File: src/rtl/spi_mm_bridge.sv
// -----------------------------------------------------------------------------
// spi_mm_bridge
//   Mode 0, MSB-first SPI slave. Each host frame becomes one single-word access
//   on the memory-mapped master bus. All SPI pins are oversampled in clk_sys_i,
//   so there is no SCLK clock domain.
//
//   Frames:
//     write : CMD_WRITE, ADDR, DATA[15:8], DATA[7:0]
//     read  : CMD_READ,  ADDR, DUMMY, then 16 data bits out on MISO
//
// Ports:
//   clk_sys_i      system clock
//   rst_n_i        asynchronous active-low reset
//   spi_cs_n_i     chip select, active-low (asynchronous)
//   spi_sclk_i     SPI clock (asynchronous, oversampled)
//   spi_mosi_i     host-to-slave data
//   spi_miso_o     slave-to-host data, 0 outside the read data phase
//   spi_miso_oe_o  MISO output enable (tristate lives at the top level)
//   m_addr_o       bus address, updated when the address byte completes
//   m_wdata_o      bus write data, updated together with the m_we_o pulse
//   m_rdata_i      bus read data, valid 2 cycles after an address change
//   m_we_o         write strobe, one-cycle pulse
//   frame_err_o    one-cycle pulse on an invalid command or aborted frame
// -----------------------------------------------------------------------------
module spi_mm_bridge #(
    parameter int         MM_ADDR_WIDTH = 8,
    parameter int         MM_DATA_WIDTH = 16,
    parameter logic [7:0] CMD_WRITE     = 8'h02,
    parameter logic [7:0] CMD_READ      = 8'h03
) (
    input  logic                     clk_sys_i,
    input  logic                     rst_n_i,
    input  logic                     spi_cs_n_i,
    input  logic                     spi_sclk_i,
    input  logic                     spi_mosi_i,
    output logic                     spi_miso_o,
    output logic                     spi_miso_oe_o,
    output logic [MM_ADDR_WIDTH-1:0] m_addr_o,
    output logic [MM_DATA_WIDTH-1:0] m_wdata_o,
    input  logic [MM_DATA_WIDTH-1:0] m_rdata_i,
    output logic                     m_we_o,
    output logic                     frame_err_o
);

    localparam int               CNT_W         = $clog2(MM_DATA_WIDTH);
    localparam logic [CNT_W-1:0] LAST_BYTE_BIT = CNT_W'(7);
    localparam logic [CNT_W-1:0] LAST_WORD_BIT = CNT_W'(MM_DATA_WIDTH - 1);

    typedef enum logic [2:0] {
        IDLE, CMD, ADDR, DUMMY, WDATA, RDATA, DONE, IGNORE
    } state_t;

    // ---------------- input synchronisers ----------------
    // Bit order in the chains: [2] = cs_n, [1] = sclk, [0] = mosi.
    // Everything resets to 0 so that CS already low at reset release never
    // looks like a falling edge.
    logic [2:0] async_in;
    logic [2:0] meta_reg;
    logic [2:0] sync_reg;
    logic       sclk_prev_reg;
    logic       cs_n_prev_reg;
    logic       armed_reg;      // cs_n has been seen high since reset

    assign async_in = {spi_cs_n_i, spi_sclk_i, spi_mosi_i};

    always_ff @(posedge clk_sys_i or negedge rst_n_i) begin
        if (!rst_n_i) begin
            meta_reg      <= '0;
            sync_reg      <= '0;
            sclk_prev_reg <= 1'b0;
            cs_n_prev_reg <= 1'b0;
            armed_reg     <= 1'b0;
        end else begin
            meta_reg      <= async_in;
            sync_reg      <= meta_reg;
            sclk_prev_reg <= sync_reg[1];
            cs_n_prev_reg <= sync_reg[2];
            armed_reg     <= armed_reg | sync_reg[2];
        end
    end

    logic cs_n_sync;
    logic mosi_sync;
    logic sclk_rise;
    logic sclk_fall;
    logic cs_fall;

    assign cs_n_sync = sync_reg[2];
    assign mosi_sync = sync_reg[0];
    assign sclk_rise = sync_reg[1] & ~sclk_prev_reg;
    assign sclk_fall = ~sync_reg[1] & sclk_prev_reg;
    assign cs_fall   = cs_n_prev_reg & ~cs_n_sync;

    // ---------------- frame state ----------------
    state_t                   state_reg,  state_next;
    logic [CNT_W-1:0]         bit_cnt_reg, bit_cnt_next;
    logic [MM_DATA_WIDTH-1:0] rx_reg,     rx_next;
    logic [MM_DATA_WIDTH-1:0] tx_reg,     tx_next;
    logic                     miso_reg,   miso_next;
    logic                     is_read_reg, is_read_next;
    logic [MM_ADDR_WIDTH-1:0] addr_reg,   addr_next;
    logic [MM_DATA_WIDTH-1:0] wdata_reg,  wdata_next;
    logic                     we_reg,     we_next;
    logic                     err_reg,    err_next;

    logic [MM_DATA_WIDTH-1:0] rx_shifted;
    logic [CNT_W-1:0]         bit_cnt_inc;

    assign rx_shifted  = {rx_reg[MM_DATA_WIDTH-2:0], mosi_sync};
    assign bit_cnt_inc = bit_cnt_reg + CNT_W'(1);

    always_ff @(posedge clk_sys_i or negedge rst_n_i) begin
        if (!rst_n_i) begin
            state_reg   <= IDLE;
            bit_cnt_reg <= '0;
            rx_reg      <= '0;
            tx_reg      <= '0;
            miso_reg    <= 1'b0;
            is_read_reg <= 1'b0;
            addr_reg    <= '0;
            wdata_reg   <= '0;
            we_reg      <= 1'b0;
            err_reg     <= 1'b0;
        end else begin
            state_reg   <= state_next;
            bit_cnt_reg <= bit_cnt_next;
            rx_reg      <= rx_next;
            tx_reg      <= tx_next;
            miso_reg    <= miso_next;
            is_read_reg <= is_read_next;
            addr_reg    <= addr_next;
            wdata_reg   <= wdata_next;
            we_reg      <= we_next;
            err_reg     <= err_next;
        end
    end

    always_comb begin
        state_next   = state_reg;
        bit_cnt_next = bit_cnt_reg;
        rx_next      = rx_reg;
        tx_next      = tx_reg;
        miso_next    = miso_reg;
        is_read_next = is_read_reg;
        addr_next    = addr_reg;
        wdata_next   = wdata_reg;
        we_next      = 1'b0;
        err_next     = 1'b0;

        if (state_reg != IDLE && cs_n_sync) begin
            // CS released: every state that still expects bits is an abort.
            state_next   = IDLE;
            bit_cnt_next = '0;
            err_next     = (state_reg != DONE) && (state_reg != IGNORE);
        end else begin
            case (state_reg)
                IDLE: begin
                    if (cs_fall) begin
                        state_next   = CMD;
                        bit_cnt_next = '0;
                    end
                end
                CMD: begin
                    if (sclk_rise) begin
                        rx_next      = rx_shifted;
                        bit_cnt_next = bit_cnt_inc;
                        if (bit_cnt_reg == LAST_BYTE_BIT) begin
                            bit_cnt_next = '0;
                            if (rx_shifted[7:0] == CMD_WRITE) begin
                                state_next   = ADDR;
                                is_read_next = 1'b0;
                            end else if (rx_shifted[7:0] == CMD_READ) begin
                                state_next   = ADDR;
                                is_read_next = 1'b1;
                            end else begin
                                state_next = IGNORE;
                                err_next   = 1'b1;
                            end
                        end
                    end
                end
                ADDR: begin
                    if (sclk_rise) begin
                        rx_next      = rx_shifted;
                        bit_cnt_next = bit_cnt_inc;
                        if (bit_cnt_reg == LAST_BYTE_BIT) begin
                            bit_cnt_next = '0;
                            addr_next    = rx_shifted[MM_ADDR_WIDTH-1:0];
                            state_next   = is_read_reg ? DUMMY : WDATA;
                        end
                    end
                end
                DUMMY: begin
                    // The bus has had the whole dummy byte to settle m_rdata_i.
                    if (sclk_rise) begin
                        bit_cnt_next = bit_cnt_inc;
                        if (bit_cnt_reg == LAST_BYTE_BIT) begin
                            bit_cnt_next = '0;
                            tx_next      = m_rdata_i;
                            state_next   = RDATA;
                        end
                    end
                end
                RDATA: begin
                    // Each fall presents the current MSB and then shifts, so the
                    // first fall after entry shows the captured word's MSB.
                    if (sclk_fall) begin
                        miso_next = tx_reg[MM_DATA_WIDTH-1];
                        tx_next   = {tx_reg[MM_DATA_WIDTH-2:0], 1'b0};
                    end
                    if (sclk_rise) begin
                        bit_cnt_next = bit_cnt_inc;
                        if (bit_cnt_reg == LAST_WORD_BIT) begin
                            bit_cnt_next = '0;
                            state_next   = DONE;
                        end
                    end
                end
                WDATA: begin
                    if (sclk_rise) begin
                        rx_next      = rx_shifted;
                        bit_cnt_next = bit_cnt_inc;
                        if (bit_cnt_reg == LAST_WORD_BIT) begin
                            bit_cnt_next = '0;
                            wdata_next   = rx_shifted;
                            we_next      = 1'b1;
                            state_next   = DONE;
                        end
                    end
                end
                DONE, IGNORE: begin
                    // Wait for CS to rise; SCLK activity is ignored.
                end
                default: begin
                    state_next = IDLE;
                end
            endcase
        end
    end

    assign spi_miso_o    = (state_reg == RDATA) ? miso_reg : 1'b0;
    assign spi_miso_oe_o = armed_reg & ~cs_n_sync;
    assign m_addr_o      = addr_reg;
    assign m_wdata_o     = wdata_reg;
    assign m_we_o        = we_reg;
    assign frame_err_o   = err_reg;

endmodule

File: config.mk
export PLATFORM = sky130hd
export DESIGN_NAME = spi_mm_bridge
export DESIGN_NICKNAME = d
export VERILOG_FILES = /design/src/rtl/spi_mm_bridge.sv
export SDC_FILE = /design/constraint.sdc
export NUM_CORES = 1
export LEC_CHECK = 0
export BUFFER_PORTS_ARGS = -buffer_cell sky130_fd_sc_hd__buf_2
export CORE_MARGIN = 2
export CORE_UTILIZATION = 51
export CTS_CLUSTER_SIZE = 28
export DETAILED_ROUTE_END_ITERATION = 7
export PLACE_DENSITY = 0.75
export SLEW_MARGIN = 20
export SYNTH_ARGS = -nofsm -noshare
export SYNTH_HDL_FRONTEND = slang
export SYNTH_SLANG_ARGS = --single-unit
File: constraint.sdc
create_clock -name clk_sys_i -period 1.7 [get_ports clk_sys_i]
set_input_delay 0.34 -clock clk_sys_i [delete_from_list [all_inputs] [get_ports clk_sys_i]]
set_output_delay 0.34 -clock clk_sys_i [all_outputs]
set_load 0.005 [all_outputs]
# Yosys cells after proc, flatten, opt, wreduce, memory -nomap -nowiden
# Index checks and enable logic that the tools add are counted.
totals:
  register_bits: 75
  out_inout_bits: 28
op_classes:
  addsub: 1
  eq_ne: 24
  n_mux: 38
  bitwise: 9
  n_reduce_logical: 19
op_table:
  columns: ["operator", "n"]
  rows:
  - ["$mux 16", 3]
  - ["$mux 3", 13]
  - ["$pmux 16 s2", 1]
  - ["$ne 3x3->1 const B", 9]
  - ["$mux 4", 6]
  - ["$eq 8x2->1 const B", 2]
  - ["$pmux 3 s5", 1]
  - ["$mux 1", 13]
  - ["$pmux 4 s3", 1]
  - ["$reduce_and 4->1", 3]
  - ["$reduce_and 10->1", 1]
  - ["$reduce_and 5->1", 2]
  - ["$ne 3x1->1 const B", 3]
  - ["$eq 3x2->1 const B", 2]
  - ["$eq 3x3->1 const B", 2]
  - ["$ne 2x2->1 const B", 3]
  - ["$reduce_and 3->1", 2]
  - ["$reduce_bool 6->1", 1]
  - ["$reduce_or 3->1", 2]
  - ["$add 4x1->4 const B", 1]
  - ["$and 1x1->1", 4]
  - ["$eq 4x3->1 const B", 1]
  - ["$eq 4x4->1 const B", 1]
  - ["$not 1->1", 4]
  - ["other kinds (8)", 10]

# Longest topological paths before layout
depth:
  ltp_word: 7
  mapped_depth: 7

# Worst setup path after synthesis
# OpenSTA, ideal clock, no wires.
synth_path:
  kind: "flip-flop to flip-flop"
  start: "register sclk_prev_reg"
  end: "register wdata_reg[10] (netlist: m_wdata_o[10])"
  setup_time_ns: 0.125
  arrival_time_ns: 1.777
  slack_ns: -0.202
  path_stages_with_launch: 7
  period_less_slack_ns: 1.902
  path_cell_list: "dfrtp_1 -> nand2b_1 -> buf_6 -> or2_4 -> nor4_4 -> buf_6 -> mux2_2"
synth_between:
  elab_chain_cells: 3
synth_lines:
  columns: ["item", "line_no", "source"]
  rows:
  - ["start: declaration", "60", "logic sclk_prev_reg;"]
  - ["start signal: assignment", "76", "sclk_prev_reg <= sync_reg[1];"]
  - ["$not 1->1", "90", "assign sclk_rise = sync_reg[1] & ~sclk_prev_reg;"]
  - ["$and 1x1->1", "90", null]
  - ["$reduce_and 4->1 (no line)", null, null]
  - ["end signal: assignment", "132", "wdata_reg <= wdata_next;"]
  - ["end: declaration", "102", "logic [MM_DATA_WIDTH-1:0] wdata_reg, wdata_next;"]
# Every way passes these cells.
# A chain may end at the register's enable or synchronous reset.

# Worst setup path after layout
layout_path:
  start: "register state_reg[1]"
  end: "register rx_reg[6]"
layout_between:
  elab_chain_cells: 4
layout_lines:
  columns: ["item", "line_no", "source"]
  rows:
  - ["start: declaration", "95", "state_t state_reg, state_next;"]
  - ["start signal: assignment", "125", "state_reg <= state_next;"]
  - ["parallel branches: the longest is 3 deep, another holds $eq 3x3->1", null, null]
  - ["$reduce_and 3->1 (no line) (*)", null, null]
  - ["end signal: assignment", "127", "rx_reg <= rx_next;"]
  - ["end: declaration", "97", "logic [MM_DATA_WIDTH-1:0] rx_reg, rx_next;"]
# Mark *: on every way between the ends.

==> metrics.txt <==
status finished with violations; Post-synth EDFFs 0; flops & latches, synth 75; H-tree depth 3; Startpoint Class flop; total gr overflow 0; final setup fails 11; Tcrit/Tclk final 1.01; Worst-Margin Slew 0.378 ns; Longest Clk Path Bufs 2; asr flop ratio synth 1.00; initial antenna violation count 0; hold_sp spi_cs_n_i; cell area after layout 0.00434 mm2; yosys warns 0; area leader, netlist dfrtp_1; worst rel slew slack 0.746; commonest non-fill, non-tap cell in the layout dfrtp_1; Post-Route WL 6930 um; nets 367; port bufs 48; Vias 2386; final antenna-violating net count 0; pwr dens 1240 mW/mm2; Slew Viols, Final 0; Yosys cell types 47; Area after DPL 0.00388 mm2; hpwl dp 4520 um; area grow syn2layout 32.4%; final hold violation count 0; post-synth top area share 0.573; critical path capture point type flop; CTS tree yes; layout cell share with drive strength beyond 1 0.486; R2R setup slack -0.02 ns; Reg clk slew, reported paths 0.08 ns; first-pass GRT wire length 11000 um; Seq/Total Area, Yosys 0.573; Max Freq 0.580 GHz; Starting Density 0.522; ys flop type dfrtp_1; most frequent cells in the layout 74 x dfrtp_1, 47 x buf_2, 34 x a21oi_1, 31 x buf_4, 21 x mux2_4; Max Cap Viol 0; failing checks setup timing; Tot GR Track Use 0.199; routability-driven placement congestion ratio 0.865; TritonCTS Sinks 75; fin crit period 1.72 ns; row cnt 29; crit-path max FO 7; Routed WL per cell 16.2 um; Die Span Y 84.1 um; DRC viols 0; Num CTS Buffers 9; critical path class flop to flop; Tot Pwr 0.00537 W; Vias/cell 5.59; pre-CTS setup slack -0.0424 ns; WHS Endpoint meta_reg[2]; peak supply drop 0.955 mV; die area 0.00708 mm2; area of the core 0.00628 mm2; worst reg2reg path depth 7; largest net degree at the start of global routing 28; Clk Latency, worst-skew pair 0.35 ns; Mapped Nets 279; drt initial violations 118; Syn Std Cell Area 0.00328 mm2; RR Startpoint state_reg[1]; ANT cells 0; drt first pass iters 4; Final Skew 0.0112 ns; Hold Crit Depth 1; RSZ-0062 raised after global routing true; largest cells by area after synthesis dfrtp_1 57%, mux2_2 14%, a21oi_1 5.2%; reg-to-reg endpoint rx_reg[6]; Worst Hold Class input pin to flop; vias in the first global route 2358; Final WS setup -0.0233 ns; Die W 84.1 um; post-layout util 0.691; root buffer cell clkbuf_8; I/O pins 49; Avg Inst Size Synth 12.7 um2; Setup TNS Final -0.104 ns; worst path required time 1.93 ns; Cells after Synth 257; leakage 2.20 nW; arrival time at the worst endpoint 1.96 ns
-- how the worst max path moves through the flow --
stage | endpoint | startpoint | cells past startpoint
after detailed placement | m_addr_o[5] | bit_cnt_reg[1] | 6
after global placement | m_addr_o[2] | state_reg[1] | 5
after floorplan | m_wdata_o[10] | sclk_prev_reg | 6
after global routing | rx_reg[6] | state_reg[1] | 7
final | rx_reg[6] | state_reg[1] | 7
after CTS | spi_miso_o | state_reg[1] | 5
-- per-layer routing --
metal	vias to the layer above	wire length (um)	track usage
met5	-	0	0
li1	1122	-	-
met1	1194	3240	0.265
met2	59	3290	0.316
met3	11	275	0.0570
met4	0	120	0.0674
-- kinds of logic after synthesis --
kind of cell / after synthesis / synth area share
compound gates: 61 / 0.116
fa+ha+maj: 1 / 0.00382
buf+inv: 18 / 0.0306
mux: 57 / 0.190
simple gates: 44 / 0.0844
flops: 75 / 0.573
xor+xnor: 1 / 0.00267
-- per-stage QoR --
stage | hold WS [ns] | cells
3_3_place_gp | 0.284 | 405
6_report | 0.0925 | 427
5_1_grt | 0.0780 | 427
2_1_floorplan | 0.0444 | 257
3_5_place_dp | 0.291 | 405
4_1_cts | 0.0796 | 423
-- layout make-up --
cell class	instances	area [um2]
Fill cell	451	1940
Sequential cell	75	1880
Multi-Input combinational cell	164	1470
Timing Repair Buffer	91	671
Clock buffer	10	138
Tap cell	77	96.3
Clock inverter	6	72.6
Inverter	4	15.0
-- power by group --
| group | leakage, nW | switching (W) | internal (W) |
|---|---|---|---|
| combinational | 1.15 | 0.000767 | 0.000843 |
| sequential | 0.953 | 0.000252 | 0.00210 |
| clock | 0.0971 | 0.000682 | 0.000732 |
-- cells in the mapped netlist (3+ instances only) --
library cell	instances
mux2_2	41
nand2_1	4
nand3_1	3
o21ai_0	8
dfrtp_1	75
nor2_1	6
nor2b_1	3
a21oi_1	34
nand2b_1	3
nand3b_1	3
mux2i_1	16
buf_2	8
inv_1	4
nor3_1	8
-- worst max-delay path: stages, from the launching register on --
cell	delay, ns
dfrtp_2	0.44
buf_6	0.13
buf_6	0.11
xnor2_2	0.12
o22ai_1	0.12
nand2b_1	0.18
clkbuf_16	0.22
mux2_4	0.30
-- repair_timing --
| item | in CTS | in global routing |
|---|---|---|
| resized for setup | 8 | 38 |
| cloned | 0 | 1 |
| endpoints found under the hold margin | 24 | 0 |
| hold buffers | 1 | 0 |
| setup buffers | 1 | 3 |
| pin swaps | 1 | 5 |
| endpoints found under the setup margin | 26 | 61 |
No activity file was read; power rests on OpenSTA's default activity.
